==> src/rtl/riscv_pkg.sv <==
// Shared RISC-V front-end definitions: default datapath width, the canonical
// NOP encoding and the fetch-stage FSM state type.
package riscv_pkg;

    localparam int          XLEN_DEF  = 32;
    localparam logic [31:0] NOP_INSTR = 32'h0000_0013;  // addi x0, x0, 0

    typedef enum logic [0:0] {
        ST_RUN  = 1'b0,
        ST_HOLD = 1'b1
    } fetch_state_e;

endpackage

==> src/rtl/if_id_reg.sv <==
// IF/ID pipeline register: pc, instruction and valid bit.
// Flush has priority over enable; a flushed entry is invalid and carries a
// NOP. The pc field is left untouched on flush because it is meaningless
// once valid is low.
module if_id_reg
    import riscv_pkg::*;
#(
    parameter int XLEN = XLEN_DEF
) (
    input  logic            clk,
    input  logic            rst,
    input  logic            en_i,
    input  logic            flush_i,
    input  logic [XLEN-1:0] pc_i,
    input  logic [31:0]     instr_i,
    input  logic            valid_i,
    output logic [XLEN-1:0] pc_o,
    output logic [31:0]     instr_o,
    output logic            valid_o
);

    logic [XLEN-1:0] pc_q;
    logic [31:0]     instr_q;
    logic            valid_q;

    // IF/ID storage: flush beats enable, otherwise hold.
    always_ff @(posedge clk or posedge rst) begin
        if (rst) begin
            pc_q    <= {XLEN{1'b0}};
            instr_q <= NOP_INSTR;
            valid_q <= 1'b0;
        end else if (flush_i) begin
            instr_q <= NOP_INSTR;
            valid_q <= 1'b0;
        end else if (en_i) begin
            pc_q    <= pc_i;
            instr_q <= instr_i;
            valid_q <= valid_i;
        end else begin
            pc_q    <= pc_q;
            instr_q <= instr_q;
            valid_q <= valid_q;
        end
    end

    assign pc_o    = pc_q;
    assign instr_o = instr_q;
    assign valid_o = valid_q;

endmodule

==> src/rtl/fetch_stage.sv <==
// Instruction fetch stage for a synchronous instruction memory.
// The PC drives imem_addr; fetch_pc/fetch_valid tag the address whose data
// appears on imem_rdata this cycle. When a stall arrives while a valid fetch
// is in flight, the returning word is parked in a skid buffer (HOLD state)
// because the memory keeps reading the held PC and would otherwise lose it.
// Optional feature macro: FETCH_MISALIGN_CHECK_EN -- force redirect targets
// to word alignment and pulse misalign_err when the target was misaligned.
module fetch_stage
    import riscv_pkg::*;
#(
    parameter int              XLEN     = XLEN_DEF,
    parameter logic [XLEN-1:0] RESET_PC = {XLEN{1'b0}}
) (
    input  logic            clk,
    input  logic            rst,
    output logic [XLEN-1:0] imem_addr,
    input  logic [31:0]     imem_rdata,
    input  logic            stall,
    input  logic            redirect,
    input  logic [XLEN-1:0] redirect_pc,
    output logic [XLEN-1:0] if_id_pc,
    output logic [31:0]     if_id_instr,
    output logic            if_id_valid,
    output logic            misalign_err
);

    localparam logic [XLEN-1:0] PC_STEP = {{(XLEN-3){1'b0}}, 3'b100};

    logic [XLEN-1:0] pc_q,       pc_d;
    logic [XLEN-1:0] fetch_pc_q, fetch_pc_d;
    logic            fetch_valid_q, fetch_valid_d;
    fetch_state_e    state_q,    state_d;
    logic [31:0]     skid_q,     skid_d;
    logic            misalign_q, misalign_d;

    logic [XLEN-1:0] target_s;
    logic            target_bad_s;
    logic            ifid_en_s;
    logic            ifid_flush_s;
    logic [31:0]     ifid_instr_s;

    // Redirect target conditioning (alignment fix-up when the check is built in).
    always_comb begin
`ifdef FETCH_MISALIGN_CHECK_EN
        target_s     = {redirect_pc[XLEN-1:2], 2'b00};
        target_bad_s = |redirect_pc[1:0];
`else
        target_s     = redirect_pc;
        target_bad_s = 1'b0;
`endif
    end

    // Next-state logic: redirect beats stall beats sequential advance.
    always_comb begin
        pc_d          = pc_q;
        fetch_pc_d    = fetch_pc_q;
        fetch_valid_d = fetch_valid_q;
        state_d       = state_q;
        skid_d        = skid_q;
        misalign_d    = 1'b0;
        ifid_en_s     = 1'b0;
        ifid_flush_s  = 1'b0;
        ifid_instr_s  = NOP_INSTR;

        if (redirect) begin
            pc_d          = target_s;
            fetch_valid_d = 1'b0;
            state_d       = ST_RUN;
            skid_d        = NOP_INSTR;
            ifid_flush_s  = 1'b1;
            misalign_d    = target_bad_s;
        end else if (stall) begin
            case (state_q)
                ST_RUN: begin
                    if (fetch_valid_q) begin
                        state_d = ST_HOLD;
                        skid_d  = imem_rdata;
                    end else begin
                        state_d = ST_RUN;
                    end
                end
                ST_HOLD: begin
                    state_d = ST_HOLD;
                end
                default: begin
                    state_d = ST_RUN;
                    skid_d  = NOP_INSTR;
                end
            endcase
        end else begin
            pc_d          = pc_q + PC_STEP;
            fetch_pc_d    = pc_q;
            fetch_valid_d = 1'b1;
            state_d       = ST_RUN;
            skid_d        = NOP_INSTR;
            ifid_en_s     = 1'b1;
            if (!fetch_valid_q) begin
                ifid_instr_s = NOP_INSTR;
            end else if (state_q == ST_HOLD) begin
                ifid_instr_s = skid_q;
            end else begin
                ifid_instr_s = imem_rdata;
            end
        end
    end

    // Fetch-side state registers.
    always_ff @(posedge clk or posedge rst) begin
        if (rst) begin
            pc_q          <= RESET_PC;
            fetch_pc_q    <= {XLEN{1'b0}};
            fetch_valid_q <= 1'b0;
            state_q       <= ST_RUN;
            skid_q        <= NOP_INSTR;
            misalign_q    <= 1'b0;
        end else begin
            pc_q          <= pc_d;
            fetch_pc_q    <= fetch_pc_d;
            fetch_valid_q <= fetch_valid_d;
            state_q       <= state_d;
            skid_q        <= skid_d;
            misalign_q    <= misalign_d;
        end
    end

    if_id_reg #(
        .XLEN (XLEN)
    ) u_if_id (
        .clk     (clk),
        .rst     (rst),
        .en_i    (ifid_en_s),
        .flush_i (ifid_flush_s),
        .pc_i    (fetch_pc_q),
        .instr_i (ifid_instr_s),
        .valid_i (fetch_valid_q),
        .pc_o    (if_id_pc),
        .instr_o (if_id_instr),
        .valid_o (if_id_valid)
    );

    assign imem_addr    = pc_q;
    assign misalign_err = misalign_q;

endmodule

==> config.mk <==
export PLATFORM = sky130hd
export DESIGN_NAME = fetch_stage
export DESIGN_NICKNAME = d
export VERILOG_FILES = /design/src/rtl/riscv_pkg.sv /design/src/rtl/if_id_reg.sv /design/src/rtl/fetch_stage.sv
export SDC_FILE = /design/constraint.sdc
export NUM_CORES = 1
export LEC_CHECK = 0
export CORE_ASPECT_RATIO = 1.75
export CORE_MARGIN = 1.5
export CORE_UTILIZATION = 45
export CTS_BUF_LIST = sky130_fd_sc_hd__clkbuf_8
export CTS_CLUSTER_DIAMETER = 40
export DETAILED_ROUTE_END_ITERATION = 8
export PLACE_DENSITY = 0.81
export SETUP_SLACK_MARGIN = 0.4
export SLEW_MARGIN = 20
export SYNTH_ARGS = -nofsm -noshare
export SYNTH_HDL_FRONTEND = slang
export SYNTH_HIERARCHICAL = 1
export SYNTH_SLANG_ARGS = --single-unit
==> constraint.sdc <==
create_clock -name clk -period 5.1 [get_ports clk]
set_input_delay 0.51 -clock clk [delete_from_list [all_inputs] [get_ports clk]]
set_output_delay 0.51 -clock clk [all_outputs]
set_load 0.01 [all_outputs]
==> reports/results.tsv, run 1 <==
stage	metric	value	unit
floorplan	io pins	166	
power	Pwr Density	346.3	nW/um^2
routing	initial detailed-routing violation count	205	
floorplan	Cell Rows	62	
floorplan	Core Area	16370	um^2
critical_path	Worst Setup Start Kind	primary input	
timing	Tcrit/Tclk final	49.70	%
logic_synthesis	Post-synth EDFFs	0	
critical_path	crit path to	u_if_id/pc_o[8]	
timing	Tmin final	2.535	ns
clocking	CTS tree	yes	
power	worst ir drop on vdd	0.1779	mV
critical_path	CP Launch Point	stall	
placed_design	DP Wirelength	12680	um
timing	clk_skew	0.01421	ns
routing	Routed WL	18570	um
power	Leak	3.994	nW
timing	final setup TNS	0	ns
timing	Hold Vio Cnt, Final	0	
outcome	status	finished clean	
cells_and_area	P&R area growth vs syn	29.46	%
logic_synthesis	syn_nets	746	
timing	worst slew pin tran	1.067	ns
cells_and_area	diodes inserted	0	
grt	Tot GR Track Use	21.90	%
critical_path	crit-path max FO	20	
timing	relative slew slack	28.88	%
grt	first-pass GRT wire length	29610	um
critical_path	R2R Setup Slk	2.90	ns
critical_path	CP Class	primary input to flip-flop	
cells_and_area	fin util	59.46	%
routing	wire per inst	17.55	um
cells_and_area	ratio of cells with drive above 1 in the final layout	14.15	%
cells_and_area	nets@finish	890	
grt	initial antenna violation count	0	
logic_synthesis	Seq/Total Area, Yosys	54.36	%
critical_path	CP Data Arrival Time	2.85	ns
clocking	Worst-Skew Late Latency	0.43	ns
routing	First-pass DRT Iterations	7	
critical_path	Critical Path End Type	flip-flop	
grt	largest net degree at the start of global routing	72	
clocking	post-CTS sizing	0	
routing	via/cell ratio	5.312	
logic_synthesis	Synth Flop Type	dfrtp_1	
floorplan	Die ar.	17520	um^2
logic_synthesis	FFs w/ async S/R, synth	100.0	%
clocking	root buf cell	clkbuf_8	
grt	grt total ovfl	0	
timing	Final setup viols	0	
floorplan	Die H	174.0	um
clocking	CTS Hold Bufs	0	
grt	vias in the first global route	5591	
placed_design	RD Place Congestion	0.7607	
critical_path	R2R Path End	imem_addr[27]	
logic_synthesis	Synth warnings	6	
timing	Fmax	394.5	MHz
clocking	CTS Buf Count	17	
logic_synthesis	Avg Cell Area, Syn	11.10	um^2
floorplan	Initial Util	45.93	%
clocking	deepest clock path buffer count	2	
min_path	Hold Path Class	flip-flop to flip-flop	
critical_path	worst endpoint required time	5.41	ns
clocking	H-tree levels	4	
timing	Max Slew Vio Count	0	
logic_synthesis	Synth Instances	677	
clocking	CTS clk-pin slew, worst paths	0.08	ns
cells_and_area	most frequent cells in the layout	163 x clkdlybuf4s50_1, 156 x dfrtp_1, 86 x nand2_1	
timing	RSZ-0062 raised after global routing	false	
clocking	CTS sink count	163	
critical_path	worst r2r src	imem_addr[17]	
power	total chip power	3.370	mW
routing	via count	5620	
flow_run	max-cap violations	0	
clocking	post-CTS setup buffer count	0	
routing	ANT nets after route	0	
critical_path	Worst R2R Path Depth	4	
placed_design	Port-buffer cells	164	
cells_and_area	commonest non-fill, non-tap cell in the layout	clkdlybuf4s50_1	
routing	DRC	0	
logic_synthesis	register bit count reported by yosys	163	
floorplan	Die X	100.7	um
cells_and_area	# fillers	1357	
logic_synthesis	synthesized area	7517	um^2
logic_synthesis	Synth cell types	44	
[report_power, final]
part	internal, mW	switching [mW]
clock network	0.604	0.458
registers	1.46	0.145
logic	0.428	0.277
[state kept, by name, summed over array words and instances (netlist names)]
signal / count
fetch_pc_q: 32
fetch_valid_q: 1
imem_addr: 32
skid_q: 32
state_q: 1
u_if_id/instr_o: 32
u_if_id/pc_o: 32
u_if_id/valid_o: 1
[how the worst min path moves through the flow]
stage | start | slack (ns) | endpoint | cells after the start
finish | skid_q[4] | 0.49 | skid_q[4] | 2
detailed placement | skid_q[4] | 0.48 | skid_q[4] | 2
global placement | skid_q[0] | 0.47 | skid_q[0] | 2
global route | skid_q[4] | 0.51 | skid_q[4] | 2
CTS | skid_q[4] | 0.49 | skid_q[4] | 2
floorplan | skid_q[0] | 0.46 | skid_q[0] | 2
[critical path: stages]
cell             delay (ns)
clkdlybuf4s50_1        0.64
nor2_4                 0.23
nor2b_4                0.72
buf_4                  0.41
mux2_4                 0.33
[per-layer routing]
layer	GRT usage (%)	share of wire, %
met3	3.900	3.9
met1	26.18	39
met5	0	0
met2	38.96	55
met4	7.570	1.6
[cell families after synthesis]
family / Yosys count / synth area share, %
AOI/OAI and AO/OA: 81 / 6.508
xor gates and xnor gates: 10 / 1.165
adders and majority gates: 1 / 0.1664
buffers and inverters: 55 / 3.479
DFF: 163 / 54.36
muxes: 129 / 19.77
other: 1 / 0.04989
and+or+nand+nor: 237 / 14.50
[cell usage after synthesis (2+ instances only)]
master    instances  share of area [%]
and3_1            2               0.17
mux2_4           30                6.0
clkbuf_1         27                1.3
nand2_1          88                4.4
nor2_1           81                4.0
or4_1            14                1.4
a21oi_1          31                2.1
a211o_1           3               0.35
a31oi_1          15                1.2
mux2_2           36                5.4
mux2i_1          63                8.4
xor2_1            4               0.47
buf_1             7               0.35
dfrtp_1         157                 52
nand2b_1          2               0.17
buf_2             5               0.33
o31ai_1          13                1.3
inv_1             9               0.45
buf_6             6               0.90
and4_1            3               0.35
nand4_1          10               0.83
and2_1            4               0.33
nor4_1            3               0.25
nand3_1          16                1.1
nor2b_1           6               0.50
o31a_1            2               0.23
o21ai_0          13               0.87
dfstp_2           6                2.1
xnor2_1           6               0.70
[per-stage QoR]
step / setup WS [ns] / hold slack, ns / cell area (um^2) / std cells
2_1_floorplan: 2.033 / 0.4637 / 7517 / 677
3_3_place_gp: 2.233 / 0.4711 / 9274 / 1026
3_5_place_dp: 2.135 / 0.4772 / 9274 / 1026
4_1_cts: 2.625 / 0.4888 / 9727 / 1058
5_1_grt: 2.495 / 0.5086 / 9732 / 1058
6_report: 2.565 / 0.4866 / 9732 / 1058
[cell type report]
| type | count | area, um^2 | area share (%) |
|---|---|---|---|
| sequential | 163 | 4088 | 42.00 |
| multi-input combinational | 459 | 3184 | 32.72 |
| timing repair buffer | 171 | 1689 | 17.36 |
| tap | 224 | 280.3 | 2.880 |
| clock buffer | 19 | 261.5 | 2.687 |
| clock inverter | 13 | 191.4 | 1.967 |
| inverter | 9 | 37.54 | 0.3857 |
Note: power is estimated with default switching activity, not from simulation.
==> run 2, diff against run 1 <==
- clock period: 5.1 -> 2.5 ns (I/O delays scaled with it)
==> reports/results.tsv, run 2 (synthesis results as in run 1) <==
stage	metric	value	unit
outcome	status	finished clean	
critical_path	R2R Path End	imem_addr[25]	
critical_path	Worst Setup Start Kind	flip-flop	
clocking	deepest clock path buffer count	2	
floorplan	Cell Rows	62	
routing	wire per inst	17.77	um
cells_and_area	commonest non-fill, non-tap cell in the layout	clkdlybuf4s50_1	
clocking	CTS sink count	163	
critical_path	crit-path max FO	5	
floorplan	Die ar.	17520	um^2
floorplan	Initial Util	45.93	%
critical_path	CP Class	flip-flop to flip-flop	
timing	final worst slack	0.3966	ns
routing	DRC	0	
routing	via/cell ratio	5.299	
timing	clk_skew	0.01947	ns
timing	Tcrit/Tclk final	84.14	%
critical_path	Top delay family on crit path	simple AND/OR/NAND/NOR gates	
clocking	H-tree levels	4	
timing	Final setup viols	0	
timing	Max Slew Vio Count	0	
placed_design	Setup WS pre-CTS	0.2637	ns
placed_design	Port-buffer cells	164	
cells_and_area	# fillers	1359	
routing	Routed WL	19100	um
flow_run	max-cap violations	0	
critical_path	CP Launch Point	imem_addr[20]	
routing	First-pass DRT Iterations	4	
floorplan	io pins	166	
timing	RSZ-0062 raised after global routing	true	
cells_and_area	P&R area growth vs syn	30.99	%
grt	first-pass GRT wire length	30330	um
critical_path	R2R Setup Slk	0.40	ns
power	Leak	4.011	nW
grt	grt total ovfl	0	
cells_and_area	FF/Latch Area	4095	um^2
timing	Hold Vio Cnt, Final	0	
critical_path	slowest CP cell	or4_4	
placed_design	Cell Area, Placed	9415	um^2
floorplan	Core Area	16370	um^2
clocking	CTS Buf Count	17	
critical_path	worst stage delay on the critical path	0.62	ns
grt	vias in the first global route	5677	
timing	worst slew pin tran	0.5105	ns
clocking	CTS clk-pin slew, worst paths	0.09	ns
critical_path	worst path cell trace	nand4_1, or4_4, or4_1, a31oi_1	
timing	Fmax	475.4	MHz
critical_path	CP Buf/Inv Count	0	
cells_and_area	nets@finish	906	
power	Pwr Density	667.8	nW/um^2
cells_and_area	most frequent cells in the layout	163 x clkdlybuf4s50_1, 150 x dfrtp_1, 88 x nand2_1	
timing	relative slew slack	65.90	%
critical_path	worst endpoint required time	2.87	ns
cells_and_area	post-route cell area	9847	um^2
min_path	Hold Path Class	primary input to async pin	
timing	Tmin final	2.103	ns
clocking	CTS tree	yes	
critical_path	worst r2r src	imem_addr[20]	
clocking	CTS Hold Bufs	0	
timing	WHS	0.1921	ns
floorplan	Die H	174.0	um
grt	initial antenna violation count	1	
floorplan	Die X	100.7	um
critical_path	Critical Path End Type	flip-flop	
routing	ANT nets after route	0	
power	worst ir drop on vdd	0.4188	mV
cells_and_area	Multi-input gate area	3211	um^2
power	total chip power	6.576	mW
cells_and_area	ratio of cells with drive above 1 in the final layout	16.71	%
critical_path	CP Data Arrival Time	2.47	ns
clocking	root buf cell	clkbuf_8	
grt	Tot GR Track Use	22.58	%
grt	largest net degree at the start of global routing	49	
routing	initial detailed-routing violation count	197	
placed_design	RD Place Congestion	0.8505	
routing	via count	5696	
placed_design	DP Wirelength	13220	um
critical_path	Worst R2R Path Depth	4	
clocking	Worst-Skew Late Latency	0.45	ns
timing	final setup TNS	0	ns
[run 2: cell types whose count changed in the layout (fill, tap and decap cells not counted), moves of 3 or more]
cell | previous run | this run
buf_4 | 7 | 17
buf_12 | 0 | 4
dfrtp_1 | 156 | 150
inv_6 | 2 | 5
clkinvlp_4 | 0 | 4
dfrtp_2 | 1 | 7
bufinv_16 | 5 | 1
inv_1 | 12 | 8
[run 2: where the power goes]
part	switching, mW	leakage, nW	internal [mW]
Clock	1.03	0.188	0.826
Combinational	0.595	1.80	0.891
Sequential	0.260	2.02	2.98
Total	1.88	4.01	4.69
[run 2: final cells by class]
cell class                 count  area share, %
sequential                   163          41.59
multi-input combinational    461          32.60
timing repair buffer         185          18.73
tap                          224          2.846
clock buffer                  18          2.516
clock inverter                14          1.296
inverter                       9         0.3939
antenna                        1        0.02541
[run 2: repair_timing]
item	CTS	global route
resized for setup	0	9
buffers inserted	0	2
pin swaps	1	3
endpoints found under the setup margin	9	12
gates cloned	0	2
[run 2: per-layer routing]
layer	vias to the layer above	global-route usage (%)	share of wire [%]
met2	194	40.43	55
li1	2683	-	-
met1	2779	25.53	37
met4	0	9.331	3.1
met3	40	4.785	4.6
met5	-	0	0
[run 2: worst reg2reg max path: stages (launching register included)]
cell	delay, ns
dfrtp_1	0.45
nand4_1	0.22
or4_4	0.62
or4_1	0.55
a31oi_1	0.19
[run 2: worst max path at each step]
stage | endpoint | slack, ns | cells after the start
final | imem_addr[25] | 0.40 | 4
after global placement | imem_addr[29] | 0.33 | 5
after detailed placement | imem_addr[31] | 0.26 | 5
after CTS | imem_addr[29] | 0.45 | 4
after global routing | imem_addr[26] | 0.33 | 4
after floorplan | u_if_id/pc_o[0] | 0.43 | 8
[run 2: per-stage QoR]
stage | utilization [%] | cells
after global placement | 57.52 | 1038
after detailed placement | 57.52 | 1038
after floorplan | - | 677
after global routing | 60.16 | 1075
final | 60.16 | 1075
after CTS | 59.82 | 1070
